File: src/rtl/regfile_wport_arb.sv
// Register-file write-port arbiter.
//
// Two requesters (r0 = ALU, r1 = load unit) compete for a single register-file
// write port. After reset, or on a scrub pulse, the block runs a zero-fill
// sweep over every register. Only after the sweep does it arbitrate between
// the requesters.
//
// Arbitration:
//   - Only one requester valid: that requester wins.
//   - Both requesters valid: a 1-bit round-robin pointer picks the winner.
//
// All write-port outputs are registered. Each accepted request appears on the
// write port one cycle after it is accepted.
//
// Ports:
//   clk, rst_n          clock, asynchronous active-low reset
//   scrub               one-cycle pulse requesting a zero-fill sweep
//   rN_valid/addr/data  requester N write request
//   rN_ready            requester N accepted this cycle (when rN_valid is high)
//   Wen, Wd, Wdat       register-file write enable / address / data
//   busy                high while the zero-fill sweep is in progress

module regfile_wport_arb #(
  parameter int unsigned AW = 3,
  parameter int unsigned DW = 8
) (
  input  logic          clk,
  input  logic          rst_n,
  input  logic          scrub,
  input  logic          r0_valid,
  input  logic [AW-1:0] r0_addr,
  input  logic [DW-1:0] r0_data,
  output logic          r0_ready,
  input  logic          r1_valid,
  input  logic [AW-1:0] r1_addr,
  input  logic [DW-1:0] r1_data,
  output logic          r1_ready,
  output logic          Wen,
  output logic [AW-1:0] Wd,
  output logic [DW-1:0] Wdat,
  output logic          busy
);

  typedef enum logic {StInit, StRun} state_e;

  localparam logic [AW-1:0] CntLast = {AW{1'b1}};

  state_e        state_q, state_d;
  logic [AW-1:0] cnt_q, cnt_d;
  logic          prio_q, prio_d;
  logic          wen_q, wen_d;
  logic [AW-1:0] wd_q, wd_d;
  logic [DW-1:0] wdat_q, wdat_d;
  // Marks that the write now on the port came from the sweep, so busy stays
  // high through the final sweep write.
  logic          sweep_q, sweep_d;

  logic          gnt0, gnt1;

  // State register
  always_ff @(posedge clk or negedge rst_n) begin
    if (!rst_n) begin
      state_q <= StInit;
      cnt_q   <= '0;
      prio_q  <= 1'b0;
      wen_q   <= 1'b0;
      wd_q    <= '0;
      wdat_q  <= '0;
      sweep_q <= 1'b0;
    end else begin
      state_q <= state_d;
      cnt_q   <= cnt_d;
      prio_q  <= prio_d;
      wen_q   <= wen_d;
      wd_q    <= wd_d;
      wdat_q  <= wdat_d;
      sweep_q <= sweep_d;
    end
  end

  // Grant decode
  // prio_q == 0 favours r0 when both requesters are valid.
  always_comb begin
    gnt0 = 1'b0;
    gnt1 = 1'b0;
    if (state_q == StRun) begin
      gnt0 = r0_valid & (~r1_valid | ~prio_q);
      gnt1 = r1_valid & ~gnt0;
    end
  end

  // Next-state logic
  always_comb begin
    state_d = state_q;
    cnt_d   = cnt_q;
    prio_d  = prio_q;
    wen_d   = 1'b0;
    wd_d    = wd_q;
    wdat_d  = wdat_q;
    sweep_d = 1'b0;
    unique case (state_q)
      StInit: begin
        // Requester inputs and scrub are ignored during the sweep.
        wen_d   = 1'b1;
        wd_d    = cnt_q;
        wdat_d  = '0;
        sweep_d = 1'b1;
        cnt_d   = cnt_q + 1'b1;
        if (cnt_q == CntLast) begin
          state_d = StRun;
        end
      end
      StRun: begin
        if (gnt0) begin
          wen_d  = 1'b1;
          wd_d   = r0_addr;
          wdat_d = r0_data;
        end else if (gnt1) begin
          wen_d  = 1'b1;
          wd_d   = r1_addr;
          wdat_d = r1_data;
        end
        // The pointer moves only on contention; it then points at the loser.
        if (r0_valid && r1_valid) begin
          prio_d = gnt0;
        end
        // The write accepted this cycle is still issued; the sweep starts after it.
        if (scrub) begin
          state_d = StInit;
          cnt_d   = '0;
        end
      end
      default: state_d = StInit;
    endcase
  end

  // Outputs
  always_comb begin
    r0_ready = gnt0;
    r1_ready = gnt1;
    Wen      = wen_q;
    Wd       = wd_q;
    Wdat     = wdat_q;
    busy     = (state_q == StInit) | sweep_q;
  end

endmodule

File: config.mk
export PLATFORM = sky130hd
export DESIGN_NAME = regfile_wport_arb
export DESIGN_NICKNAME = d
export VERILOG_FILES = /design/src/rtl/regfile_wport_arb.sv
export SDC_FILE = /design/constraint.sdc
export NUM_CORES = 1
export LEC_CHECK = 0
export ABC_AREA = 1
export CAP_MARGIN = 20
export CORE_ASPECT_RATIO = 1.25
export CORE_MARGIN = 3
export CORE_UTILIZATION = 35
export CTS_BUF_LIST = sky130_fd_sc_hd__clkbuf_8
export DETAILED_ROUTE_END_ITERATION = 10
export HOLD_SLACK_MARGIN = 0.02
export PLACE_DENSITY = 0.68
export SLEW_MARGIN = 25
export SYNTH_ARGS = -nofsm -noshare
export SYNTH_HDL_FRONTEND = slang
export SYNTH_SLANG_ARGS = --single-unit
File: constraint.sdc
create_clock -name clk -period 1.8 [get_ports clk]
set_input_delay 0.36 -clock clk [delete_from_list [all_inputs] [get_ports clk]]
set_output_delay 0.36 -clock clk [all_outputs]
set_load 0.005 [all_outputs]
==> flow_metrics.py, run 1 <==
metrics = {
    "route": {
        "via_count": 1014,
        "drt-total-wl_microns": 2500,
        "first_pass_iters": 4,
        "ant_nets": 0,
        "drtIter0Drc": 16,
        "wl_per_cell_microns": 11.9,
        "via_per_inst": 4.85,
        "drcViolationCount": 0,
    },
    "logic_synthesis": {
        "mappedNetlistArea_sq_um": 1000,
        "synthesis.nets": 155,
        "ys_seq_elements": 18,
        "synth_cell_types": 16,
        "synth.avg_cell_area_sq_um": 7.97,
        "ys_warn_count": 0,
        "netlist_instances": 126,
        "synth-seq-area-share_pct": 44.8,
    },
    "layout": {
        "syn_to_final_growth_pct": 50.8,
        "nFillCells": 249,
        "antenna_cells": 0,
        "final_nets": 206,
        "fin_area_sq_um": 1520,
        "drive_gt1_share_pct": 12.0,
    },
    "floorplanning": {
        "start_util_pct": 37.1,
        "dieArea_sq_um": 3550,
        "die_h_microns": 65.9,
        "core.rowCount": 21,
        "core_sq_um": 2710,
        "dieWidth_microns": 53.9,
        "io_pins": 42,
    },
    "sta": {
        "max_freq_mhz": 580,
        "finalSetupViolations": 0,
        "worstMarginPinSlew_ps": 268,
        "rsz0062_at_grt": "no",
        "fin_crit_sh_pct": 95.7,
        "relSlewSlack_pct": 82.1,
        "period_needed_ps": 1720,
        "final_max_slew_viol_count": 0,
        "clock-skew-final_ps": 2.14,
        "finalHoldViolations": 0,
        "fin_hold_ws_ps": 444,
    },
    "cts": {
        "clockBufferDepth": 2,
        "cts.sinks": 18,
        "cts_tree": "built",
        "cts_buffers": 3,
        "clk_pin_slew_ps": 60,
        "cts_max_level": 1,
        "insertion_delay_ps": 250,
        "holdBufCountCts": 0,
        "cts-root-buf": "clkbuf_8",
    },
    "worst_setup_path": {
        "cp-start-kind": "primary input",
        "crit_required_ps": 1440,
        "worst_path_max_delay_cell": "clkdlybuf4s50_1",
        "path_cells": "dlygate4sd2_1, nand2_2, nand3_2, inv_1, clkdlybuf4s50_1",
        "crit_path_end_kind": "output pin",
        "worstSetupPathType": "primary input to output pin",
        "slowest_delay_ps": 490,
        "arrival_ps": 1360,
        "crit_path_max_fanout": 3,
    },
    "status": {
        "status": "finished, final reports clean",
    },
    "placed_design": {
        "dp_hpwl_microns": 1980,
        "port_buffers": 41,
        "globalplace.congestion": 0.748,
        "placed_area_sq_um": 1460,
    },
    "grt": {
        "grt_pass1_wl_microns": 4090,
        "antenna_found_initial": 0,
        "grt_pass1_vias": 961,
        "grt_max_degree": 19,
        "grt.total_usage_pct": 15.4,
        "gr-total-overflow": 0,
    },
    "pwr": {
        "power.internal_w": 0.00106,
        "powerDensity_nw_per_um2": 1070,
        "seq_power_share_pct": 39.5,
        "switching_share_pct": 34.7,
        "comb_power_share_pct": 43.9,
        "max-vdd-ir-drop_uv": 582,
        "p_leak_nw": 0.787,
        "power_frac_clock_pct": 16.6,
        "p_sw_w": 0.000561,
    },
    "job": {
        "drv_cap": 0,
    },
    "hold_path": {
        "min_path_type": "primary input to async pin",
    },
}
==> routing by layer <==
layer,GRT usage [%],vias to the layer above,share of wire (%)
met2,27.3,34,51
met4,3.83,0,0.72
li1,-,506,-
met5,0,-,0
met1,18.7,472,42
met3,2.26,2,6.2
==> metrics by stage <==
step,std cells,util (%),setup TNS (ps),setup WS [ps],power (W)
CTS,209,56.0,0,71.9,0.00163
global route,209,56.0,0,33.0,0.00175
global placement,205,54.0,-293,-170,0.00132
floorplan,126,-,0,637,0.00103
finish,209,56.0,0,77.3,0.00162
detailed placement,205,54.0,-396,-237,0.00135
==> final timing paths <==
path | from | to | slack, ps | depth (start not counted)
worst min-delay path | rst_n | Wdat[2]$_DFFE_PN0P_ | 440 | 2
min in group clk | Wdat[1]$_DFFE_PN0P_ | Wdat[1]$_DFFE_PN0P_ | 540 | 2
worst max-delay path | r1_valid | r0_ready | 80 | 5
worst min register to register | Wdat[1]$_DFFE_PN0P_ | Wdat[1]$_DFFE_PN0P_ | 540 | 2
worst max register to register | prio_q$_DFFE_PN0P_ | Wdat[0]$_DFFE_PN0P_ | 470 | 7
max in group asynchronous | rst_n | state_q$_DFF_PN0_ | 1150 | 2
==> registers in the layout, indices dropped and copies added (netlist names) <==
name     count
Wd           3
Wdat         8
Wen          1
cnt_q        3
prio_q       1
state_q      1
sweep_q      1
==> cells by family after synthesis <==
family	count (synthesis)	synth area share [%]
AND/OR/NAND/NOR	75	35.6
adder cells (fa/ha/maj)	2	2.49
flip-flops	18	44.8
AO/OA/AOI/OAI	6	2.99
buffers and inverters	25	14.1
==> layout by cell type (no fill, tap or decap) <==
cell	n
dfrtp_2	1
or2_2	2
inv_1	18
ha_1	2
nand4_1	11
inv_2	1
dfrtp_1	17
or2_0	7
nand2_2	2
clkbuf_8	3
dlygate4sd2_1	4
buf_4	11
nand2_1	35
o21ai_0	6
nand3_1	16
clkdlybuf4s50_1	37
nand3_2	1
or2_1	1
==> repair_timing <==
item / CTS / global route
setup endpoints to repair: 3 / 0
gates resized for setup: 7 / 0
buffers inserted: 1 / 0
==> critical path, delay by kind of cell <==
kind	cells	cell delay [ps]
buffers and inverters	3	820
AND/OR/NAND/NOR	2	170
==> cell usage after synthesis <==
cell	instances	share of area, %
clkbuf_8	3	4.1
or2_1	1	0.62
o21ai_0	6	3.0
buf_6	1	1.1
dfrtp_1	18	45
clkbuf_2	1	0.50
nand2_1	36	13
inv_1	18	6.7
inv_2	1	0.37
nand3_1	17	8.5
nand2_2	1	0.62
ha_1	2	2.5
or2_0	7	4.4
dlymetal6s2s_1	1	1.2
nand4_1	11	6.8
or2_2	2	1.2
==> power by group through the flow <==
| stage | clock network [W] | logic, W | registers [W] |
|---|---|---|---|
| 6_report | 0.000268 | 0.000710 | 0.000638 |
| 5_1_grt | 0.000294 | 0.000808 | 0.000652 |
| 4_1_cts | 0.000275 | 0.000717 | 0.000639 |
| 3_5_place_dp | 0 | 0.000711 | 0.000640 |
| 3_3_place_gp | 0 | 0.000687 | 0.000634 |
| 2_1_floorplan | 0 | 0.000422 | 0.000609 |
==> layout make-up <==
class | count | area [sq um] | share of cell area [%]
clock buffer | 3 | 41.3 | 2.73
inverter | 19 | 71.3 | 4.71
multi-input combinational | 83 | 420 | 27.7
sequential | 18 | 452 | 29.8
tap | 34 | 42.5 | 2.81
timing repair buffer | 52 | 488 | 32.2
Note: power is estimated with default switching activity, not from simulation.
==> inputs of run 2 (changes only) <==
--- a/config.mk
+++ b/config.mk
@@ -5,15 +5,15 @@
 export SDC_FILE = /design/constraint.sdc
 export NUM_CORES = 1
 export LEC_CHECK = 0
-export ABC_AREA = 1
 export CAP_MARGIN = 20
 export CORE_ASPECT_RATIO = 1.25
 export CORE_MARGIN = 3
 export CORE_UTILIZATION = 35
 export CTS_BUF_LIST = sky130_fd_sc_hd__clkbuf_8
+export CTS_CLUSTER_SIZE = 30
 export DETAILED_ROUTE_END_ITERATION = 10
 export HOLD_SLACK_MARGIN = 0.02
-export PLACE_DENSITY = 0.68
+export PLACE_DENSITY = 0.71
 export SLEW_MARGIN = 25
 export SYNTH_ARGS = -nofsm -noshare
 export SYNTH_HDL_FRONTEND = slang
==> constraint.sdc (replaced) <==
create_clock -name clk -period 1.8 [get_ports clk]
set_input_delay 0.36 -clock clk [delete_from_list [all_inputs] [get_ports clk]]
set_output_delay 0.36 -clock clk [all_outputs]
set_load 0.05 [all_outputs]
==> run 2 against run 1 <==
  * Clock skew up 0.91 ps
  * Routed wire length down 16%
  * Clock power about the same
  * Critical endpoint is now r1_ready
==> flow_metrics.py, run 2 <==
metrics = {
    "grt": {
        "gr-total-overflow": 0,
        "grt_max_degree": 19,
        "top_usage_layer": "met2",
        "antenna_found_initial": 0,
        "grt_pass1_wl_microns": 3370,
        "grt.total_usage_pct": 14.2,
        "met3_usage_pct": 3.39,
        "gr-usage-met1_pct": 17.6,
        "grt_pass1_vias": 768,
        "grt_use_met2_pct": 25.0,
    },
    "sta": {
        "final_max_slew_viol_count": 0,
        "finalHoldViolations": 0,
        "finalSetupTns_ps": 0,
        "period_needed_ps": 1740,
        "rsz0062_at_grt": "no",
        "clock-skew-final_ps": 3.05,
        "worstMarginPinSlew_ps": 363,
        "fin_crit_sh_pct": 96.9,
        "max_freq_mhz": 573,
        "finalSetupViolations": 0,
        "relSlewSlack_pct": 75.8,
    },
    "pwr": {
        "powerDensity_nw_per_um2": 1290,
        "max-vdd-ir-drop_uv": 969,
        "p_leak_nw": 0.666,
    },
    "cts": {
        "cts.sinks": 18,
        "cts-root-buf": "clkbuf_8",
        "cts_resized": 0,
        "cts_buffers": 3,
        "clockBufferDepth": 2,
        "clk_pin_slew_ps": 60,
        "cts_max_level": 1,
        "cts_setup_buffers": 0,
        "holdBufCountCts": 0,
        "insertion_delay_ps": 240,
        "cts_tree": "built",
    },
    "layout": {
        "largest_reg_flops": 8,
        "final_nets": 158,
        "drive_gt1_share_pct": 26.0,
        "final_cell_mix": "26 x clkdlybuf4s50_1, 25 x buf_4, 18 x dfrtp_1, 8 x and2_1, 8 x a221o_1",
        "syn_to_final_growth_pct": 65.2,
        "mostFrequentLayoutCell": "clkdlybuf4s50_1",
        "utilization_pct": 62.5,
        "antenna_cells": 0,
    },
    "worst_setup_path": {
        "cp-start-kind": "primary input",
        "crit_path_end_kind": "output pin",
        "crit_path_max_fanout": 6,
        "arrival_ps": 1380,
        "worstSetupPathType": "primary input to output pin",
        "crit_required_ps": 1440,
    },
    "route": {
        "via_per_inst": 4.84,
        "wl_per_cell_microns": 13.2,
        "drcViolationCount": 0,
        "first_pass_iters": 3,
        "drt-total-wl_microns": 2090,
        "via_count": 765,
        "drtIter0Drc": 5,
        "ant_nets": 0,
    },
    "floorplanning": {
        "dieArea_sq_um": 3070,
        "dieWidth_microns": 50.2,
        "die_h_microns": 61.2,
        "start_util_pct": 37.8,
        "io_pins": 42,
        "core_sq_um": 2260,
        "core.rowCount": 19,
    },
    "logic_synthesis": {
        "ys_seq_elements": 18,
        "synth.avg_cell_area_sq_um": 11.5,
        "synth_top_cell_by_area": "dfrtp_1",
        "synth.top_cells.by_count": "18 x dfrtp_1, 8 x a221o_1, 8 x and2_1, 5 x inv_1, 3 x nand2b_1",
        "ys_async_sr_fraction_pct": 100,
        "synthesis.nets": 103,
        "ys_warn_count": 0,
        "mappedNetlistArea_sq_um": 855,
        "synth-seq-area-share_pct": 52.7,
        "netlist_instances": 74,
        "synth_edf_count": 0,
        "yosys.area.top_type_share_pct": 52.7,
        "synth.area.top_cells": "dfrtp_1 53%, a221o_1 9.4%, and2_1 5.9%",
        "synth_cell_types": 27,
        "synth.most_common_cell": "dfrtp_1",
        "yosys_most_used_dff": "dfrtp_1",
    },
    "placed_design": {
        "dp_hpwl_microns": 1680,
        "port_buffers": 41,
        "globalplace.congestion": 0.704,
    },
    "job": {
        "drv_cap": 0,
    },
    "hold_path": {
        "min_path_type": "primary input to async pin",
    },
    "status": {
        "status": "finished, final reports clean",
    },
}
==> run 2: cell count changes after synthesis, sizes merged, moves of 3 or more <==
cell / change
a221o: +8
and2: +8
buf: +3
clkbuf: -4
inv: -14
nand2: -35
nand2b: +4
nand3: -16
nand4: -11
o21ai: -5
or2: -10
==> run 2: power by group <==
part | internal, W | switching (W) | leakage (nW)
Combinational | 0.000406 | 0.000502 | 0.419
Clock | 0.000148 | 0.000117 | 0.0216
Sequential | 0.000542 | 0.000111 | 0.226
==> run 2: final timing paths <==
path	start	to	slack (ps)	depth (start not counted)
setup / recovery	r1_valid	r1_ready	60	4
min in group clk	prio_q$_DFFE_PN0P_	prio_q$_DFFE_PN0P_	500	1
setup reg to reg	state_q$_DFF_PN0_	Wdat[2]$_DFFE_PN0P_	390	4
hold reg to reg	prio_q$_DFFE_PN0P_	prio_q$_DFFE_PN0P_	500	1
hold / removal	rst_n	Wdat[0]$_DFFE_PN0P_	440	2
max in group asynchronous	rst_n	Wd[2]$_DFFE_PN0P_	1160	2
==> run 2: metal layers <==
metal,wire (microns),vias up
met5,0,-
met4,0,0
met3,176,0
met2,994,32
met1,920,354
li1,-,379
==> run 2: layout make-up <==
type / count / area, sq um
Tap cell: 31 / 38.8
Clock buffer: 3 / 41.3
Fill cell: 185 / 847
Sequential cell: 18 / 450
Multi-Input combinational cell: 46 / 350
Timing Repair Buffer: 54 / 508
Inverter: 6 / 22.5
==> run 2: kinds of logic after synthesis <==
group / after synthesis / synth area share, %
AO/OA/AOI/OAI: 19 / 18.9
XOR/XNOR: 1 / 1.03
adder cells (fa/ha/maj): 2 / 2.93
buffers and inverters: 10 / 6.29
flip-flops: 18 / 52.7
multiplexers: 2 / 2.34
AND/OR/NAND/NOR: 22 / 15.8
==> run 2: worst max-delay path, cell delays in order <==
cell and delay [ps]:
clkdlybuf4s50_1 480, buf_4 150, and3_1 230, buf_12 160
==> run 2: per-stage QoR <==
step / std cells / instance area [sq um] / setup WS (ps) / hold slack, ps / total power, W
2_1_floorplan: 74 / 855 / 419 / 64.4 / 0.00123
3_3_place_gp: 155 / 1370 / 3.97 / 489 / 0.00156
3_5_place_dp: 155 / 1370 / -27.4 / 484 / 0.00158
4_1_cts: 158 / 1410 / 45.3 / 451 / 0.00185
5_1_grt: 158 / 1410 / 5.32 / 458 / 0.00193
6_report: 158 / 1410 / 55.5 / 443 / 0.00183
==> inputs of run 3 (changes only) <==
--- a/config.mk
+++ b/config.mk
@@ -14,7 +14,6 @@
 export DETAILED_ROUTE_END_ITERATION = 10
 export HOLD_SLACK_MARGIN = 0.02
 export PLACE_DENSITY = 0.71
-export SLEW_MARGIN = 25
 export SYNTH_ARGS = -nofsm -noshare
 export SYNTH_HDL_FRONTEND = slang
 export SYNTH_SLANG_ARGS = --single-unit
==> results of run 3 <==
Same layout as run 2: the final DEF is identical, and so are final timing and power.
